==> config.mk <==
export PLATFORM = sky130hd
export DESIGN_NAME = mips_ctrl_pipe_flat
export DESIGN_NICKNAME = d
export VERILOG_FILES = /design/src/rtl/mips_ctrl_pkg.sv /design/src/rtl/mips_ctrl_pipe_if.sv /design/src/rtl/mips_ctrl_decode.sv /design/src/rtl/mips_ctrl_pipe.sv /design/src/flat_wrapper.sv
export SDC_FILE = /design/constraint.sdc
export NUM_CORES = 1
export LEC_CHECK = 0
export CAP_MARGIN = 40
export CORE_UTILIZATION = 30
export DETAILED_ROUTE_END_ITERATION = 8
export SLEW_MARGIN = 20
export SYNTH_ARGS = -nofsm -noshare
export SYNTH_HDL_FRONTEND = slang
export SYNTH_SLANG_ARGS = --single-unit
==> constraint.sdc <==
create_clock -name clk -period 1.95 [get_ports clk]
set_input_delay 0.39 -clock clk [delete_from_list [all_inputs] [get_ports clk]]
set_output_delay 0.39 -clock clk [all_outputs]
set_load 0.05 [all_outputs]
==> src/rtl/mips_ctrl_pkg.sv <==
`default_nettype none
// +----------------------------------------------------------------------------+
// | Module   : mips_ctrl_pkg                                                   |
// | Purpose  : Shared encodings for the pipelined MIPS control unit: opcode   |
// |            and func field values, ALU operation codes and the control     |
// |            bundle carried through the ID/EX stage register.               |
// | Ports    : none (package)                                                 |
// | Revision : 1.0  initial release                                           |
// +----------------------------------------------------------------------------+
package mips_ctrl_pkg;

  // Primary opcodes, instruction [31:26]
  localparam logic [5:0] OP_RTYPE = 6'b000000;
  localparam logic [5:0] OP_J     = 6'b000010;
  localparam logic [5:0] OP_BEQ   = 6'b000100;
  localparam logic [5:0] OP_BNE   = 6'b000101;
  localparam logic [5:0] OP_ADDI  = 6'b001000;
  localparam logic [5:0] OP_SLTI  = 6'b001010;
  localparam logic [5:0] OP_ANDI  = 6'b001100;
  localparam logic [5:0] OP_ORI   = 6'b001101;
  localparam logic [5:0] OP_LW    = 6'b100011;
  localparam logic [5:0] OP_SW    = 6'b101011;

  // R-type function codes, instruction [5:0]
  localparam logic [5:0] FN_ADD = 6'b100000;
  localparam logic [5:0] FN_SUB = 6'b100010;
  localparam logic [5:0] FN_AND = 6'b100100;
  localparam logic [5:0] FN_OR  = 6'b100101;
  localparam logic [5:0] FN_NOR = 6'b100111;
  localparam logic [5:0] FN_SLT = 6'b101010;

  // Native width of the ALU codes; the top zero-extends to ALUOP_W.
  localparam int ALU_CODE_W = 3;

  typedef enum logic [ALU_CODE_W-1:0] {
    ALU_AND = 3'd0,
    ALU_OR  = 3'd1,
    ALU_ADD = 3'd2,
    ALU_SUB = 3'd3,
    ALU_SLT = 3'd4,
    ALU_NOR = 3'd5
  } alu_op_e;

  // Control bundle produced in ID. beq/bne are consumed in EX only;
  // memread/memwrite in MEM; memtoreg/regwrite travel on to WB.
  typedef struct packed {
    logic    alusrc;
    logic    dst;
    alu_op_e aluop;
    logic    memread;
    logic    memwrite;
    logic    memtoreg;
    logic    regwrite;
    logic    beq;
    logic    bne;
  } ctrl_bundle_t;

  localparam int CTRL_BUNDLE_W = $bits(ctrl_bundle_t);

endpackage : mips_ctrl_pkg
`default_nettype wire

==> src/rtl/mips_ctrl_pipe_if.sv <==
`default_nettype none
// +----------------------------------------------------------------------------+
// | Module   : mips_ctrl_pipe_if                                               |
// | Purpose  : Bus between the datapath and the pipelined control unit.       |
// |            slave  modport: control unit (takes ID fields, drives control) |
// |            master modport: datapath side (drives ID fields, takes control)|
// | Signals  : opcode, func, id_rs, id_rt, ex_zero (to control)                |
// |            pc_write, ifid_write, ifid_flush, pc_sel, ex_alusrc, ex_dst,    |
// |            ex_aluop, mem_memread, mem_memwrite, mem_regwrite,              |
// |            wb_memtoreg, wb_regwrite (from control)                         |
// | Revision : 1.0  initial release                                           |
// +----------------------------------------------------------------------------+
interface mips_ctrl_pipe_if #(
  parameter int ALUOP_W    = 3,
  parameter int REG_ADDR_W = 5
);
  logic [5:0]            opcode;
  logic [5:0]            func;
  logic [REG_ADDR_W-1:0] id_rs;
  logic [REG_ADDR_W-1:0] id_rt;
  logic                  ex_zero;

  logic                  pc_write;
  logic                  ifid_write;
  logic                  ifid_flush;
  logic [1:0]            pc_sel;
  logic                  ex_alusrc;
  logic                  ex_dst;
  logic [ALUOP_W-1:0]    ex_aluop;
  logic                  mem_memread;
  logic                  mem_memwrite;
  logic                  mem_regwrite;
  logic                  wb_memtoreg;
  logic                  wb_regwrite;

  modport slave (
    input  opcode, func, id_rs, id_rt, ex_zero,
    output pc_write, ifid_write, ifid_flush, pc_sel,
    output ex_alusrc, ex_dst, ex_aluop,
    output mem_memread, mem_memwrite, mem_regwrite,
    output wb_memtoreg, wb_regwrite
  );

  modport master (
    output opcode, func, id_rs, id_rt, ex_zero,
    input  pc_write, ifid_write, ifid_flush, pc_sel,
    input  ex_alusrc, ex_dst, ex_aluop,
    input  mem_memread, mem_memwrite, mem_regwrite,
    input  wb_memtoreg, wb_regwrite
  );
endinterface : mips_ctrl_pipe_if
`default_nettype wire

==> src/rtl/mips_ctrl_decode.sv <==
`default_nettype none
// +----------------------------------------------------------------------------+
// | Module   : mips_ctrl_decode                                                |
// | Purpose  : Combinational ID-stage decoder: opcode/func -> control bundle, |
// |            register-usage flags for hazard detection and a jump flag.     |
// | Ports    : opcode, func (in); bundle, uses_rs, uses_rt, jump (out)        |
// | Params   : ENABLE_EXT  1 = also decode ori, slti and nor                   |
// | Revision : 1.0  initial release                                           |
// +----------------------------------------------------------------------------+
module mips_ctrl_decode
  import mips_ctrl_pkg::*;
#(
  parameter int ENABLE_EXT = 0
) (
  input  logic [5:0]   opcode,
  input  logic [5:0]   func,
  output ctrl_bundle_t bundle,
  output logic         uses_rs,
  output logic         uses_rt,
  output logic         jump
);

  localparam bit EXT_ON = (ENABLE_EXT != 0);

  logic rtype_hit;

  always_comb begin
    bundle    = '0;
    uses_rs   = 1'b0;
    uses_rt   = 1'b0;
    jump      = 1'b0;
    rtype_hit = 1'b0;

    case (opcode)
      OP_RTYPE: begin
        rtype_hit = 1'b1;
        case (func)
          FN_AND:  bundle.aluop = ALU_AND;
          FN_OR:   bundle.aluop = ALU_OR;
          FN_ADD:  bundle.aluop = ALU_ADD;
          FN_SUB:  bundle.aluop = ALU_SUB;
          FN_SLT:  bundle.aluop = ALU_SLT;
          FN_NOR: begin
            if (EXT_ON) bundle.aluop = ALU_NOR;
            else        rtype_hit    = 1'b0;
          end
          default: rtype_hit = 1'b0;
        endcase
        // An unrecognised func leaves the whole bundle at NOP.
        if (rtype_hit) begin
          bundle.dst      = 1'b1;
          bundle.regwrite = 1'b1;
          uses_rs         = 1'b1;
          uses_rt         = 1'b1;
        end
      end
      OP_ANDI: begin
        bundle.alusrc   = 1'b1;
        bundle.regwrite = 1'b1;
        bundle.aluop    = ALU_AND;
        uses_rs         = 1'b1;
      end
      OP_ADDI: begin
        bundle.alusrc   = 1'b1;
        bundle.regwrite = 1'b1;
        bundle.aluop    = ALU_ADD;
        uses_rs         = 1'b1;
      end
      OP_ORI: begin
        if (EXT_ON) begin
          bundle.alusrc   = 1'b1;
          bundle.regwrite = 1'b1;
          bundle.aluop    = ALU_OR;
          uses_rs         = 1'b1;
        end
      end
      OP_SLTI: begin
        if (EXT_ON) begin
          bundle.alusrc   = 1'b1;
          bundle.regwrite = 1'b1;
          bundle.aluop    = ALU_SLT;
          uses_rs         = 1'b1;
        end
      end
      OP_LW: begin
        bundle.alusrc   = 1'b1;
        bundle.aluop    = ALU_ADD;
        bundle.memread  = 1'b1;
        bundle.memtoreg = 1'b1;
        bundle.regwrite = 1'b1;
        uses_rs         = 1'b1;
      end
      OP_SW: begin
        bundle.alusrc   = 1'b1;
        bundle.aluop    = ALU_ADD;
        bundle.memwrite = 1'b1;
        uses_rs         = 1'b1;
        uses_rt         = 1'b1;
      end
      OP_BEQ: begin
        bundle.aluop = ALU_SUB;
        bundle.beq   = 1'b1;
        uses_rs      = 1'b1;
        uses_rt      = 1'b1;
      end
      OP_BNE: begin
        bundle.aluop = ALU_SUB;
        bundle.bne   = 1'b1;
        uses_rs      = 1'b1;
        uses_rt      = 1'b1;
      end
      // Jump is resolved in ID; its bundle stays NOP.
      OP_J:    jump = 1'b1;
      default: ;
    endcase
  end

endmodule : mips_ctrl_decode
`default_nettype wire

==> src/rtl/mips_ctrl_pipe.sv <==
`default_nettype none
// +----------------------------------------------------------------------------+
// | Module   : mips_ctrl_pipe                                                  |
// | Purpose  : Pipelined control unit for a 5-stage MIPS core. Decodes in ID, |
// |            carries control through ID/EX, EX/MEM, MEM/WB, stalls on       |
// |            load-use hazards and redirects on jumps (ID) / branches (EX).  |
// | Ports    : clk, rst (sync, active high)                                   |
// |            ctl : mips_ctrl_pipe_if.slave (ID fields in, control out)      |
// | Params   : ALUOP_W, REG_ADDR_W (must match ctl), ENABLE_EXT               |
// | Revision : 1.0  initial release                                           |
// +----------------------------------------------------------------------------+
module mips_ctrl_pipe
  import mips_ctrl_pkg::*;
#(
  parameter int ALUOP_W    = 3,
  parameter int REG_ADDR_W = 5,
  parameter int ENABLE_EXT = 0
) (
  input  logic             clk,
  input  logic             rst,
  mips_ctrl_pipe_if.slave  ctl
);

  ctrl_bundle_t          id_bundle;
  logic                  id_uses_rs;
  logic                  id_uses_rt;
  logic                  id_jump;

  ctrl_bundle_t          ex_q;
  logic [REG_ADDR_W-1:0] ex_rt_q;
  logic                  mem_memread_q;
  logic                  mem_memwrite_q;
  logic                  mem_regwrite_q;
  logic                  mem_memtoreg_q;
  logic                  wb_memtoreg_q;
  logic                  wb_regwrite_q;

  logic                  load_use;
  logic                  branch_taken;

  mips_ctrl_decode #(
    .ENABLE_EXT (ENABLE_EXT)
  ) u_decode (
    .opcode  (ctl.opcode),
    .func    (ctl.func),
    .bundle  (id_bundle),
    .uses_rs (id_uses_rs),
    .uses_rt (id_uses_rt),
    .jump    (id_jump)
  );

  // Hazards look at the current EX contents against the instruction in ID.
  // $zero never carries a real dependency, so rt==0 is excluded.
  assign load_use = ex_q.memread && (ex_rt_q != '0) &&
                    ((id_uses_rs && (ex_rt_q == ctl.id_rs)) ||
                     (id_uses_rt && (ex_rt_q == ctl.id_rt)));

  assign branch_taken = (ex_q.beq && ctl.ex_zero) || (ex_q.bne && !ctl.ex_zero);

  // Priority: taken branch > load-use stall > jump. A taken branch
  // overrides any stall and any jump sitting in ID.
  always_comb begin
    ctl.pc_write   = 1'b1;
    ctl.ifid_write = 1'b1;
    ctl.ifid_flush = 1'b0;
    ctl.pc_sel     = 2'b00;
    if (rst) begin
      ctl.ifid_flush = 1'b1;
    end else if (branch_taken) begin
      ctl.pc_sel     = 2'b01;
      ctl.ifid_flush = 1'b1;
    end else if (load_use) begin
      ctl.pc_write   = 1'b0;
      ctl.ifid_write = 1'b0;
    end else if (id_jump) begin
      ctl.pc_sel     = 2'b10;
      ctl.ifid_flush = 1'b1;
    end
  end

  // ID/EX: bubble on stall or taken branch. EX/MEM and MEM/WB always advance.
  always_ff @(posedge clk) begin
    if (rst) begin
      ex_q           <= '0;
      ex_rt_q        <= '0;
      mem_memread_q  <= 1'b0;
      mem_memwrite_q <= 1'b0;
      mem_regwrite_q <= 1'b0;
      mem_memtoreg_q <= 1'b0;
      wb_memtoreg_q  <= 1'b0;
      wb_regwrite_q  <= 1'b0;
    end else begin
      if (branch_taken || load_use) begin
        ex_q    <= '0;
        ex_rt_q <= '0;
      end else begin
        ex_q    <= id_bundle;
        ex_rt_q <= ctl.id_rt;
      end
      mem_memread_q  <= ex_q.memread;
      mem_memwrite_q <= ex_q.memwrite;
      mem_regwrite_q <= ex_q.regwrite;
      mem_memtoreg_q <= ex_q.memtoreg;
      wb_memtoreg_q  <= mem_memtoreg_q;
      wb_regwrite_q  <= mem_regwrite_q;
    end
  end

  assign ctl.ex_alusrc    = ex_q.alusrc;
  assign ctl.ex_dst       = ex_q.dst;
  assign ctl.ex_aluop     = ALUOP_W'(ex_q.aluop);
  assign ctl.mem_memread  = mem_memread_q;
  assign ctl.mem_memwrite = mem_memwrite_q;
  assign ctl.mem_regwrite = mem_regwrite_q;
  assign ctl.wb_memtoreg  = wb_memtoreg_q;
  assign ctl.wb_regwrite  = wb_regwrite_q;

endmodule : mips_ctrl_pipe
`default_nettype wire

==> src/flat_wrapper.sv <==
// flat-port wrapper written by rule: the top's interface ports become plain ports
module mips_ctrl_pipe_flat import mips_ctrl_pkg::*;
#(
  parameter int ALUOP_W    = 3,
  parameter int REG_ADDR_W = 5,
  parameter int ENABLE_EXT = 0
)
  (clk, rst, ctl_opcode, ctl_func, ctl_id_rs, ctl_id_rt, ctl_ex_zero, ctl_pc_write, ctl_ifid_write, ctl_ifid_flush, ctl_pc_sel, ctl_ex_alusrc, ctl_ex_dst, ctl_ex_aluop, ctl_mem_memread, ctl_mem_memwrite, ctl_mem_regwrite, ctl_wb_memtoreg, ctl_wb_regwrite);
  mips_ctrl_pipe_if #(.ALUOP_W(ALUOP_W), .REG_ADDR_W(REG_ADDR_W)) ctl_i ();
  input  logic clk;
  input  logic rst;
  input wire logic [$bits(ctl_i.opcode)-1:0] ctl_opcode;
  input wire logic [$bits(ctl_i.func)-1:0] ctl_func;
  input wire logic [$bits(ctl_i.id_rs)-1:0] ctl_id_rs;
  input wire logic [$bits(ctl_i.id_rt)-1:0] ctl_id_rt;
  input wire logic [$bits(ctl_i.ex_zero)-1:0] ctl_ex_zero;
  output wire logic [$bits(ctl_i.pc_write)-1:0] ctl_pc_write;
  output wire logic [$bits(ctl_i.ifid_write)-1:0] ctl_ifid_write;
  output wire logic [$bits(ctl_i.ifid_flush)-1:0] ctl_ifid_flush;
  output wire logic [$bits(ctl_i.pc_sel)-1:0] ctl_pc_sel;
  output wire logic [$bits(ctl_i.ex_alusrc)-1:0] ctl_ex_alusrc;
  output wire logic [$bits(ctl_i.ex_dst)-1:0] ctl_ex_dst;
  output wire logic [$bits(ctl_i.ex_aluop)-1:0] ctl_ex_aluop;
  output wire logic [$bits(ctl_i.mem_memread)-1:0] ctl_mem_memread;
  output wire logic [$bits(ctl_i.mem_memwrite)-1:0] ctl_mem_memwrite;
  output wire logic [$bits(ctl_i.mem_regwrite)-1:0] ctl_mem_regwrite;
  output wire logic [$bits(ctl_i.wb_memtoreg)-1:0] ctl_wb_memtoreg;
  output wire logic [$bits(ctl_i.wb_regwrite)-1:0] ctl_wb_regwrite;
  assign ctl_i.opcode = ctl_opcode;
  assign ctl_i.func = ctl_func;
  assign ctl_i.id_rs = ctl_id_rs;
  assign ctl_i.id_rt = ctl_id_rt;
  assign ctl_i.ex_zero = ctl_ex_zero;
  assign ctl_pc_write = ctl_i.pc_write;
  assign ctl_ifid_write = ctl_i.ifid_write;
  assign ctl_ifid_flush = ctl_i.ifid_flush;
  assign ctl_pc_sel = ctl_i.pc_sel;
  assign ctl_ex_alusrc = ctl_i.ex_alusrc;
  assign ctl_ex_dst = ctl_i.ex_dst;
  assign ctl_ex_aluop = ctl_i.ex_aluop;
  assign ctl_mem_memread = ctl_i.mem_memread;
  assign ctl_mem_memwrite = ctl_i.mem_memwrite;
  assign ctl_mem_regwrite = ctl_i.mem_regwrite;
  assign ctl_wb_memtoreg = ctl_i.wb_memtoreg;
  assign ctl_wb_regwrite = ctl_i.wb_regwrite;
  mips_ctrl_pipe #(.ALUOP_W(ALUOP_W), .REG_ADDR_W(REG_ADDR_W), .ENABLE_EXT(ENABLE_EXT)) u_core (.clk(clk), .rst(rst), .ctl(ctl_i));
endmodule
======== Yosys cells after proc, flatten, opt, wreduce, memory -nomap -nowiden ========
Index checks and enable logic that the tools add are counted.
word-level totals
  flip-flop bits (word level) ............. 20
  bits of input ports ..................... 25
  output and inout port bits .............. 15
  logic and storage cells ................. 75
operators by class
  eq/ne operators ......................... 14
  mux-type cells .......................... 25
  bitwise gates (word level) .............. 1
  reductions and logical operators ........ 21
operators with widths
  cell                                            count
  == test 6 bit (second input constant)           7
  two-way mux 1 bit                               16
  == test 6 x 3 -> 1 bit (second input constant)  2
  == test 6 x 4 -> 1 bit (second input constant)  2
  one-hot mux 3 bit (4 select lines)              1
  OR reduction 3 bit                              4
  == test 5 bit                                   2
  one-hot mux 3 bit (3 select lines)              1
  two-way mux 2 bit                               4
  == test 6 x 2 -> 1 bit (second input constant)  1
  logical AND 1 bit                               6
  logical NOT 6 bit                               1
  one-hot mux 1 bit (2 select lines)              3
  OR reduction 6 bit                              1
  nonzero test 5 bit                              1
  OR reduction 5 bit                              1
  OR reduction 2 bit                              2
  OR reduction 4 bit                              1
  logical OR 1 bit                                3
  logical NOT 1 bit                               1
  inverter 1 bit                                  1

======== Longest topological paths before layout ========
  depth in word-level cells ............... 12
  depth in mapped cells ................... 7
  depth with buffers taken out ............ 5

======== By module ========
From an unflattened synthesis, not the netlist that was laid out.
second synthesis, totals
  cell total of the unflattened synthesis .. 133
  area total of the unflattened synthesis .. 1,151.1 um^2
by module, submodules not included
  module            times used  cells an instance  area each (um^2)
  mips_ctrl_pipe    1           95                 875.8
  mips_ctrl_decode  1           38                 275.3

======== Worst setup path before layout ========
No wires, ideal clock.
  path kind ............................... input-to-output
  from .................................... input ctl_opcode[2]
  to ...................................... output ctl_pc_write
  data arrival time ....................... 2.205 ns
  required time ........................... 1.560 ns
  setup slack ............................. -0.645 ns
  stages .................................. 7
  cells stage by stage .................... nand4b_1 > or3b_2 > nand3_1 > a21o_2 > buf_6 > nand3_1 > buf_4
between the ends
  word-level cells in the longest chain between the ends .. 9
  elaborated cells between the ends (all ways) .. 18
  classes of those cells .................. eq/ne (6); mux (5); reduce/logical (7)
ends and longest elaborated chain
  item                                                                       line                                        text
  start: declaration                                                         flat_wrapper.sv:12                          input wire logic [$bits(ctl_i.opcode)-1:0] ctl_opcode;
  == test 6 x 3 -> 1 bit, or another cell as far along                       mips_ctrl_decode.sv:34                      case (opcode)
  OR reduction 6 bit (no line) / OR reduction 3 bit (equally long branches)  n/a
  one-hot mux 1 bit (2 select lines)                                         mips_ctrl_decode.sv:34
  logical AND 1 bit (on tied branches)                                       mips_ctrl_pipe.sv:55, mips_ctrl_pipe.sv:56
  logical OR 1 bit (*)                                                       mips_ctrl_pipe.sv:55                        ((id_uses_rs && (ex_rt_q == ctl.id_rs)) ||
  logical AND 1 bit (*)                                                      mips_ctrl_pipe.sv:54                        assign load_use = ex_q.memread && (ex_rt_q != '0) &&
  two-way mux 1 bit (*) (3 in series)                                        n/a
  end: declaration                                                           flat_wrapper.sv:17                          output wire logic [$bits(ctl_i.pc_write)-1:0] ctl_pc_write;
Mark *: on every way between the ends. The rest lies on a longest branch, timed or not.

======== Final worst setup path ========
  from .................................... register u_core.ex_rt_q[3]
  to ...................................... output ctl_pc_write
between the ends
  word-level cells in the longest chain between the ends .. 7
  elaborated cells between the ends (all ways) .. 11
  classes of those cells .................. eq/ne (2); mux (3); reduce/logical (6)
ends and longest elaborated chain
  item                                  line                                        text
  start: declaration                    mips_ctrl_pipe.sv:30                        logic [REG_ADDR_W-1:0] ex_rt_q;
  start signal: assignment              mips_ctrl_pipe.sv:98                        ex_rt_q <= ctl.id_rt;
  == test 5 bit (on tied branches)      mips_ctrl_pipe.sv:55, mips_ctrl_pipe.sv:56
  logical AND 1 bit (on tied branches)  mips_ctrl_pipe.sv:55, mips_ctrl_pipe.sv:56
  logical OR 1 bit                      mips_ctrl_pipe.sv:55
  logical AND 1 bit (*)                 mips_ctrl_pipe.sv:54
  two-way mux 1 bit (*)                 mips_ctrl_pipe.sv:72                        end else if (load_use) begin
  two-way mux 1 bit (*)                 mips_ctrl_pipe.sv:69                        end else if (branch_taken) begin
  two-way mux 1 bit (*)                 mips_ctrl_pipe.sv:67                        if (rst) begin
Marked as above.

==> flow_summary.ini <==
[outcome]
status = complete, but fails checks
violations = setup timing

[sta]
fin_crit_sh_pct = 120
fin_worst_skew_ns = 0.0103
fin_crit_ns = 2.34
setup_viol_count_final = 2
fmax_ghz = 0.428
finalHoldViolations = 0
maxSlewHeadroom_pct = 66.8
report.final.slew_viol_count = 0
worstMarginPinSlew_ns = 0.497
fin_ws_ns = -0.385
grt_setup_unrepaired = yes

[die]
num_rows = 20
design.portCount = 40
die_w_um = 59.5
die_area_mm2 = 0.00354
core_area_mm2 = 0.00310
fp.dieH_um = 59.5
start_util_pct = 31.9

[placement]
place_hpwl_mm = 1.98
portBuffers = 39
dpl_cell_area_mm2 = 0.00164
gp_congestion = 0.792
detailedPlace.worstSlack_ns = -0.459

[final_layout]
fin_area_mm2 = 0.00177
nets = 200
drive_above_1_share_pct = 35.8
num_antenna_cells = 0
fin_util_pct = 57.1
syn_to_final_growth_pct = 78.8

[grt]
grt_overflow = 0
grt_pass1_vias = 967
grt_max_degree = 13
antenna_found_initial = 0
track_usage_pct = 15.2
grt_pass1_wl_mm = 4.07

[route]
dr.pass1.iters = 3
wl_per_cell_um = 11.8
drt.antenna.violating_nets = 0
drtIter0Drc = 20
vias_per_cell = 4.65
wl_mm = 2.56
vias = 1008
drc = 0

[clock_tree]
cts-buffers-inserted = 3
cts_num_sinks = 20
clk_pin_slew_ns = 0.11
root_buffer = clkbuf_4
htree_levels = 1
cts_tree = done
clk_path_buf_depth = 2
insertion_delay_ns = 0.29

[critical_path]
reg2reg_slack_ns = 0.06
end_kind = primary output
critPathMaxFanout = 2
crit_type = reg2out
cp_data_required_time_ns = 1.56
r2r_cells = 6
cp-start-kind = flop
worst_ep_arrival_time_ns = 1.95

[worst_hold_path]
hold_class = in2reg
min_path_cells = 3

[synthesis]
ys_types = 34
synth_area_leader_cell = dfxtp_1
synth.avg_cell_area_um2 = 9.35
ys_seq_area_share_pct = 40.4
syn_nets = 131
yosysWarningCount = 0
synth_area_um2 = 991
syn_inst = 106
synth_top_area_share_pct = 40.4
yosys_register_bits = 20
synth.area.top_cells = dfxtp_1, xnor2_1, a21oi_1, nor2b_1, nor4_1

[power_and_ir_drop]
ir_drop_uv = 198
p_leak_uw = 0.000739
power_density_mw_per_mm2 = 449

[flow_run]
maxCapViolCount = 0
[worst paths after layout]
check / from / end
hold reg to reg: u_core.ex_q[2] / u_core.ctl.mem_regwrite
hold / removal: ctl_id_rt[0] / u_core.ex_rt_q[0]
setup / recovery: u_core.ex_rt_q[3] / ctl_pc_write
setup reg to reg: u_core.ex_rt_q[3] / u_core.ex_q[0]
[cell usage after synthesis]
cell type	number
dfxtp_1	20
a21oi_1	10
nand2_1	8
xnor2_1	7
nor2b_1	6
nor2_1	5
nor4_1	5
buf_4	4
mux2i_1	3
nand3_1	3
nand4_1	3
nor3_2	3
nor4b_1	3
xor2_1	3
buf_6	2
inv_1	2
nand2b_1	2
a211o_2	1
a211oi_2	1
a21o_2	1
a2bb2oi_1	1
and3_1	1
and3b_1	1
clkbuf_1	1
nand4b_1	1
nor3b_1	1
o211ai_1	1
o21ai_2	1
o21ba_2	1
o21bai_1	1
o31a_1	1
or2_4	1
or3b_2	1
or4_1	1
[area by class of cell]
class	instances	area, µm²
timing repair buffer	71	656
inverter	2	7.51
multi-input combinational	77	629
sequential	20	402
fill	311	1330
clock buffer	3	22.5
tap	44	55.1
[cells in the final DEF, fill, tap and decap left out, types with 2 or more instances in the layout]
cell and instances:
buf_8 2, nand2_1 8, xor2_1 3, nand4_1 3
nor4_1 2, mux2i_1 3, buf_12 2, clkdlybuf4s50_1 26
nor2b_1 6, buf_4 31, dlygate4sd2_1 6, nor4b_2 3
clkbuf_4 3, inv_1 2, buf_6 2, a21oi_1 10
dfxtp_1 19, nor2_1 4, nor4_4 2, nor3_2 2
nand3_1 2, xnor2_1 7
[state kept, by name (all words and copies together) (netlist names)]
signal and flops:
u_core.ctl.ex_aluop 3, u_core.ctl.ex_alusrc 1, u_core.ctl.ex_dst 1, u_core.ctl.mem_memread 1, u_core.ctl.mem_memwrite 1, u_core.ctl.mem_regwrite 1
u_core.ctl.wb_memtoreg 1, u_core.ctl.wb_regwrite 1, u_core.ex_q 5, u_core.ex_rt_q 5
[per-layer routing]
metal | vias to the layer above | routed length (µm) | share of wire (%) | global-route usage (%)
li1 | 513 | - | - | -
met1 | 468 | 1100 | 43 | 19.3
met2 | 25 | 1360 | 53 | 26.5
met3 | 2 | 85 | 3.3 | 2.62
met5 | - | 0 | 0 | 0
met4 | 0 | 21 | 0.82 | 4.08
[stage by stage]
| stage | hold WS, ns | cells | power (µW) | setup TNS (ns) |
|---|---|---|---|---|
| 6_report | 0.373 | 217 | 795 | -0.766 |
| 4_1_cts | 0.461 | 217 | 796 | -0.783 |
| 2_1_floorplan | 0.414 | 106 | 498 | -0.335 |
| 3_3_place_gp | 0.422 | 213 | 608 | -3.51 |
| 3_5_place_dp | 0.432 | 213 | 611 | -3.69 |
| 5_1_grt | 0.371 | 217 | 844 | -0.912 |
[critical path, stage by stage (launching register included)]
cell and delay [ns]:
dfxtp_1 0.32, or4_4 0.54, o21ai_4 0.21, nor4_4 0.06, or2_4 0.27, nand3_4 0.10
buf_8 0.15
[logic make-up (layout without fill, tap and decap cells)]
group / after synthesis / after routing / synth area share [%]
AND/OR/NAND/NOR: 45 / 45 / 27.9
flip-flops: 20 / 20 / 40.4
XOR/XNOR: 10 / 10 / 8.84
multiplexers: 3 / 3 / 3.03
AO/OA/AOI/OAI: 19 / 19 / 13.4
buffers and inverters: 9 / 76 / 6.44
[report_power, final]
group / switching (µW) / internal [µW]
logic: 83.1 / 107
clock network: 111 / 71.6
registers: 6.01 / 417
total: 200 / 595
[repair_timing]
| item | 4_1_cts | 5_1_grt |
|---|---|---|
| setup buffers | 1 | 0 |
| endpoints found under the setup margin | 4 | 6 |
| endpoints found under the hold margin | 0 | 0 |
| hold buffers | 0 | 0 |
| gates cloned | 0 | 0 |
| pin swaps | 6 | 8 |
| gates resized for setup | 21 | 9 |
No activity file was read; power rests on OpenSTA's default activity.
==> RTL edit 1, RTL diff (same settings) <==
`REG_ADDR_W` is set to 5 in 3 places; all go to 6.
--- a/src/rtl/mips_ctrl_pipe_if.sv
+++ b/src/rtl/mips_ctrl_pipe_if.sv
@@ -12,7 +12,7 @@
 // +----------------------------------------------------------------------------+
 interface mips_ctrl_pipe_if #(
   parameter int ALUOP_W    = 3,
-  parameter int REG_ADDR_W = 5
+  parameter int REG_ADDR_W = 6
 );
   logic [5:0]            opcode;
   logic [5:0]            func;
--- a/src/rtl/mips_ctrl_pipe.sv
+++ b/src/rtl/mips_ctrl_pipe.sv
@@ -13,7 +13,7 @@
   import mips_ctrl_pkg::*;
 #(
   parameter int ALUOP_W    = 3,
-  parameter int REG_ADDR_W = 5,
+  parameter int REG_ADDR_W = 6,
   parameter int ENABLE_EXT = 0
 ) (
   input  logic             clk,
--- a/src/flat_wrapper.sv
+++ b/src/flat_wrapper.sv
@@ -2,7 +2,7 @@
 module mips_ctrl_pipe_flat import mips_ctrl_pkg::*;
 #(
   parameter int ALUOP_W    = 3,
-  parameter int REG_ADDR_W = 5,
+  parameter int REG_ADDR_W = 6,
   parameter int ENABLE_EXT = 0
 )
   (clk, rst, ctl_opcode, ctl_func, ctl_id_rs, ctl_id_rt, ctl_ex_zero, ctl_pc_write, ctl_ifid_write, ctl_ifid_flush, ctl_pc_sel, ctl_ex_alusrc, ctl_ex_dst, ctl_ex_aluop, ctl_mem_memread, ctl_mem_memwrite, ctl_mem_regwrite, ctl_wb_memtoreg, ctl_wb_regwrite);
Interface: changed (resized ctl_id_rs and ctl_id_rt); port bits go from 40 to 42. The function was not compared with the original's and may differ.
==> RTL edit 1 against the unedited design <==
Critical path depth unchanged. Power up 8.9%. Routed wire length up 10%. Count of clock-buffer cells in the layout unchanged. Critical path type unchanged. Final cell count up 5.5%. Area after synthesis up 7.2%. Setup slack worse by 0.084 ns. Sequential cell count up 1. Cell area up 6.1%. Highest routed layer unchanged. Largest cell class unchanged. The run still ends with negative setup slack left. Sequential share of layout area down 0.25 points.
==> RTL edit 1: results (changes against the unedited design) <==
metric,value,unit,change
outcome,"complete, but fails checks",,unchanged
violated checks,negative setup slack,,unchanged
"worst slack, placed",-0.634,ns,was -0.459 ns
DR iter-0 viols,8,,was 20
Gate Count Post-Synth,110,,was 106
DP HPWL,2190,um,was 1980 um
peak supply drop,0.178,mV,was 0.198 mV
Worst Path Arrival,2.03,ns,was 1.95 ns
post_cts resized,23,,was 21
xor/xnor cell area share of the yosys netlist,9.89,%,was 8.84%
routability cong.,0.795,,was 0.792
cell family with most CP delay,simple AND/OR/NAND/NOR gates,,unchanged
P_leak,0.000747,uW,was 0.000739 uW
placed cell count,220,,was 213
most frequent cells after synthesis,"dfxtp_1 (21), nor2_1 (8), nor2b_1 (8), xor2_1 (8), nor3b_1 (7)",,"was dfxtp_1 (20), a21oi_1 (10), nand2_1 (8)"
Synth Area in Compound Gates,10.4,%,was 13.4%
vias after detailed routing,1057,,was 1008
layout cells sized above 1,36.6,%,was 35.8%
post-synthesis mux area share,3.06,%,was 3.03%
PortBufs,41,,was 39
Hold WS,0.447,ns,was 0.373 ns
Worst-Margin Slew,0.502,ns,was 0.497 ns
Placed Area,0.00174,mm2,was 0.00164 mm2
first-pass GRT wire length,4190,um,was 4070 um
register-to-register setup slack,0.03,ns,was 0.06 ns
Worst Min Path Start,u_core.ex_q[2]$_SDFF_PP0_,,was ctl_id_rt[0]
largest net degree at the start of global routing,16,,was 13
Area contributors post-synth,"dfxtp_1 (40%), xor2_1 (6.6%), nor3b_1 (4.9%)",,"was dfxtp_1 (40%), xnor2_1 (6.2%), a21oi_1 (5.1%)"
post-CTS setup buffers,2,,was 1
ant diodes,0,,unchanged
worst setup margin,-0.469,ns,was -0.385 ns
Final TNS setup,-0.924,ns,was -0.766 ns
final setup fails,2,,unchanged
Layout Skew,0.00976,ns,was 0.0103 ns
H-Tree Depth,1,,unchanged
final net count,211,,was 200
DRT Wirelength,2820,um,was 2560 um
worst r2r dst,u_core.ctl.ex_aluop[2]$_SDFF_PP0_,,was u_core.ex_q[0]$_SDFF_PP0_
r2r startpoint,u_core.ex_rt_q[0]$_SDFF_PP0_,,was u_core.ex_rt_q[3]$_SDFF_PP0_
sink of the worst hold path,u_core.ctl.mem_regwrite$_SDFF_PP0_,,was u_core.ex_rt_q[0]$_SDFF_PP0_
hold crit path type,reg -> reg,,was in -> reg
vias in the first global route,979,,was 967
Total Routing Usage GR,15.6,%,was 15.2%
Syn Nets,137,,was 131
-- RTL edit 1: cell types whose count changed in the layout (fill, tap and decap cells not counted), moves of 3 or more --
| cell | unedited run | this run |
|---|---|---|
| a21oi_1 | 10 | 1 |
| nor3b_1 | 1 | 6 |
| xor2_1 | 3 | 8 |
| nand2_1 | 8 | 4 |
| nor3_1 | 0 | 4 |
| a21oi_2 | 0 | 3 |
| buf_4 | 31 | 28 |
| buf_6 | 2 | 5 |
| nor4b_2 | 3 | 0 |
| xnor2_1 | 7 | 4 |
-- RTL edit 1: routing by layer --
metal	up-vias	share of wire (%)	track usage (%)
li1	539	-	-
met1	488	42	17.6
met2	28	54	28.1
met3	2	3.7	1.89
met4	0	1.2	8.57
met5	-	0	0
-- RTL edit 1: area by class of cell --
cell class                 instances  area, um2
clock buffer                       3       22.5
clock inverter                     1       5.00
fill                             336       1480
inverter                           1       3.75
multi-input combinational         82        647
sequential                        21        422
tap                               46       57.6
timing repair buffer              75        723
-- RTL edit 1: worst max-delay path by stage --
| stage | start | end | cells past startpoint |
|---|---|---|---|
| floorplan | u_core.ex_rt_q[0]$_SDFF_PP0_ | ctl_pc_write | 6 |
| global placement | ctl_opcode[0] | ctl_ifid_write | 7 |
| detailed placement | ctl_opcode[0] | ctl_pc_write | 7 |
| CTS | u_core.ex_rt_q[0]$_SDFF_PP0_ | ctl_pc_write | 6 |
| global route | u_core.ex_rt_q[0]$_SDFF_PP0_ | ctl_ifid_write | 6 |
| finish | u_core.ex_rt_q[0]$_SDFF_PP0_ | ctl_ifid_write | 6 |
-- RTL edit 1: report_power, final --
part / leakage [uW] / total, uW / internal, uW / switching, uW
clock network: 0.0000177 / 206 / 76.4 / 130
registers: 0.000171 / 445 / 438 / 6.56
logic: 0.000558 / 215 / 126 / 89.3
==> RTL edit 2, RTL diff (same flow settings) <==
Without the edit above. Make the reset (`rst`) asynchronous in one clocked block.
--- a/src/rtl/mips_ctrl_pipe.sv
+++ b/src/rtl/mips_ctrl_pipe.sv
@@ -79,7 +79,7 @@
   end
 
   // ID/EX: bubble on stall or taken branch. EX/MEM and MEM/WB always advance.
-  always_ff @(posedge clk) begin
+  always_ff @(posedge clk or posedge rst) begin
     if (rst) begin
       ex_q           <= '0;
       ex_rt_q        <= '0;
Check against the original RTL: differs if rst is asserted again (counterexample within 4 cycles, from zero or initial values and one cycle with rst high); with rst held inactive, the same outputs for 10 cycles.
==> RTL edit 2 against the unedited design <==
The flow still finishes with violations (negative setup slack). Clock power rose by 30%. Sequential cell count is the same. Power rose by 11%. Area after synthesis grew 9.6%. Routed wire length up 13%. Count of clock-buffer cells in the layout rose by 1. Synthesized cell count shrank 5.7%. Cell area is 12% higher. Critical path depth unchanged. Setup slack worse by 0.066 ns. Core utilization rose by 1.5 points. Clock skew fell by 0.0076 ns. Hold slack lost 0.012 ns. Critical path type unchanged. Largest cell class unchanged. Largest power group unchanged.
==> RTL edit 2: results (changes against the unedited design) <==
metric,value,unit,change
hold crit path type,reg -> reg,,was in -> reg
DRT Wirelength,2890,um,was 2560 um
peak supply drop,0.206,mV,was 0.198 mV
Worst Path Arrival,2.01,ns,was 1.95 ns
post-CTS setup buffers,7,,was 1
sequential-to-total area share from yosys stat,46.1,%,was 40.4%
most frequent cells after synthesis,"dfrtp_1 (20), and2_1 (8), xnor2_1 (8)",,"was dfxtp_1 (20), a21oi_1 (10), nand2_1 (8)"
drt first pass iters,4,,was 3
DR iter-0 viols,27,,was 20
outcome,"complete, but fails checks",,unchanged
Internal,656,uW,was 595 uW
Total Routing Usage GR,16.5,%,was 15.2%
ys flop type,dfrtp_1,,was dfxtp_1
GRT met2 Usage,26.8,%,was 26.5%
worst setup margin,-0.451,ns,was -0.385 ns
routed wl met3,134,um,was 85 um
Comb pwr share,24.2,%,was 23.9%
post_cts resized,48,,was 21
M1 WL,1260,um,was 1100 um
P_leak,0.000916,uW,was 0.000739 uW
Worst Setup SP,u_core.ex_rt_q[3]$_DFF_PP0_,,was u_core.ex_rt_q[3]$_SDFF_PP0_
Gate Count Post-Synth,100,,was 106
hold path cells,0,,was 3
Area contributors post-synth,"dfrtp_1 (46%), xnor2_1 (6.5%), and2_1 (4.6%)",,"was dfxtp_1 (40%), xnor2_1 (6.2%), a21oi_1 (5.1%)"
violated checks,negative setup slack,,unchanged
first-pass GRT wire length,5060,um,was 4070 um
M1 GR Usage,21.1,%,was 19.3%
fraction of registers with async set/reset,100,%,was 0%
worst-case reg-to-reg path depth,7,,was 6
placed cell count,209,,was 213
vias in the first global route,1135,,was 967
Comb. pwr,214,uW,was 190 uW
worst r2r dst,u_core.ctl.ex_aluop[2]$_DFF_PP0_,,was u_core.ex_q[0]$_SDFF_PP0_
largest net degree at the start of global routing,21,,was 13
M3 GR Usage,2.39,%,was 2.62%
met2 wire len,1410,um,was 1360 um
vias after detailed routing,1046,,was 1008
final setup fails,17,,was 2
layout cells sized above 1,43.7,%,was 35.8%
register-to-register setup slack,-0.13,ns,was 0.06 ns
Worst-Margin Slew,0.494,ns,was 0.497 ns
fin cells,220,,was 217
Worst Min Path Start,u_core.ex_q[2]$_DFF_PP0_,,was ctl_id_rt[0]
DP HPWL,2150,um,was 1980 um
[RTL edit 2: stage by stage]
step	worst slack, ns	hold slack (ns)	instance area, um2
CTS	-0.483	0.366	1930
finish	-0.451	0.361	1990
floorplan	-0.430	0.331	1120
detailed placement	-0.796	0.341	1770
global route	-0.526	0.367	1990
global placement	-0.742	0.333	1770
[RTL edit 2: cells by family (layout without fill, tap and decap cells)]
family	after synthesis	after routing	share of synthesized area, %
AOI/OAI and AO/OA	14	14	11.2
xor gates and xnor gates	10	10	8.07
buffers and inverters	8	82	4.26
DFF	20	20	46.1
muxes	2	2	2.07
and+or+nand+nor	46	46	28.3
[RTL edit 2: final cells by class]
cell class | count | area [um2]
Fill cell | 292 | 1400
Tap cell | 46 | 57.6
Multi-Input combinational cell | 72 | 673
Timing Repair Buffer | 75 | 708
Inverter | 3 | 11.3
Sequential cell | 20 | 500
Clock buffer | 4 | 36.3
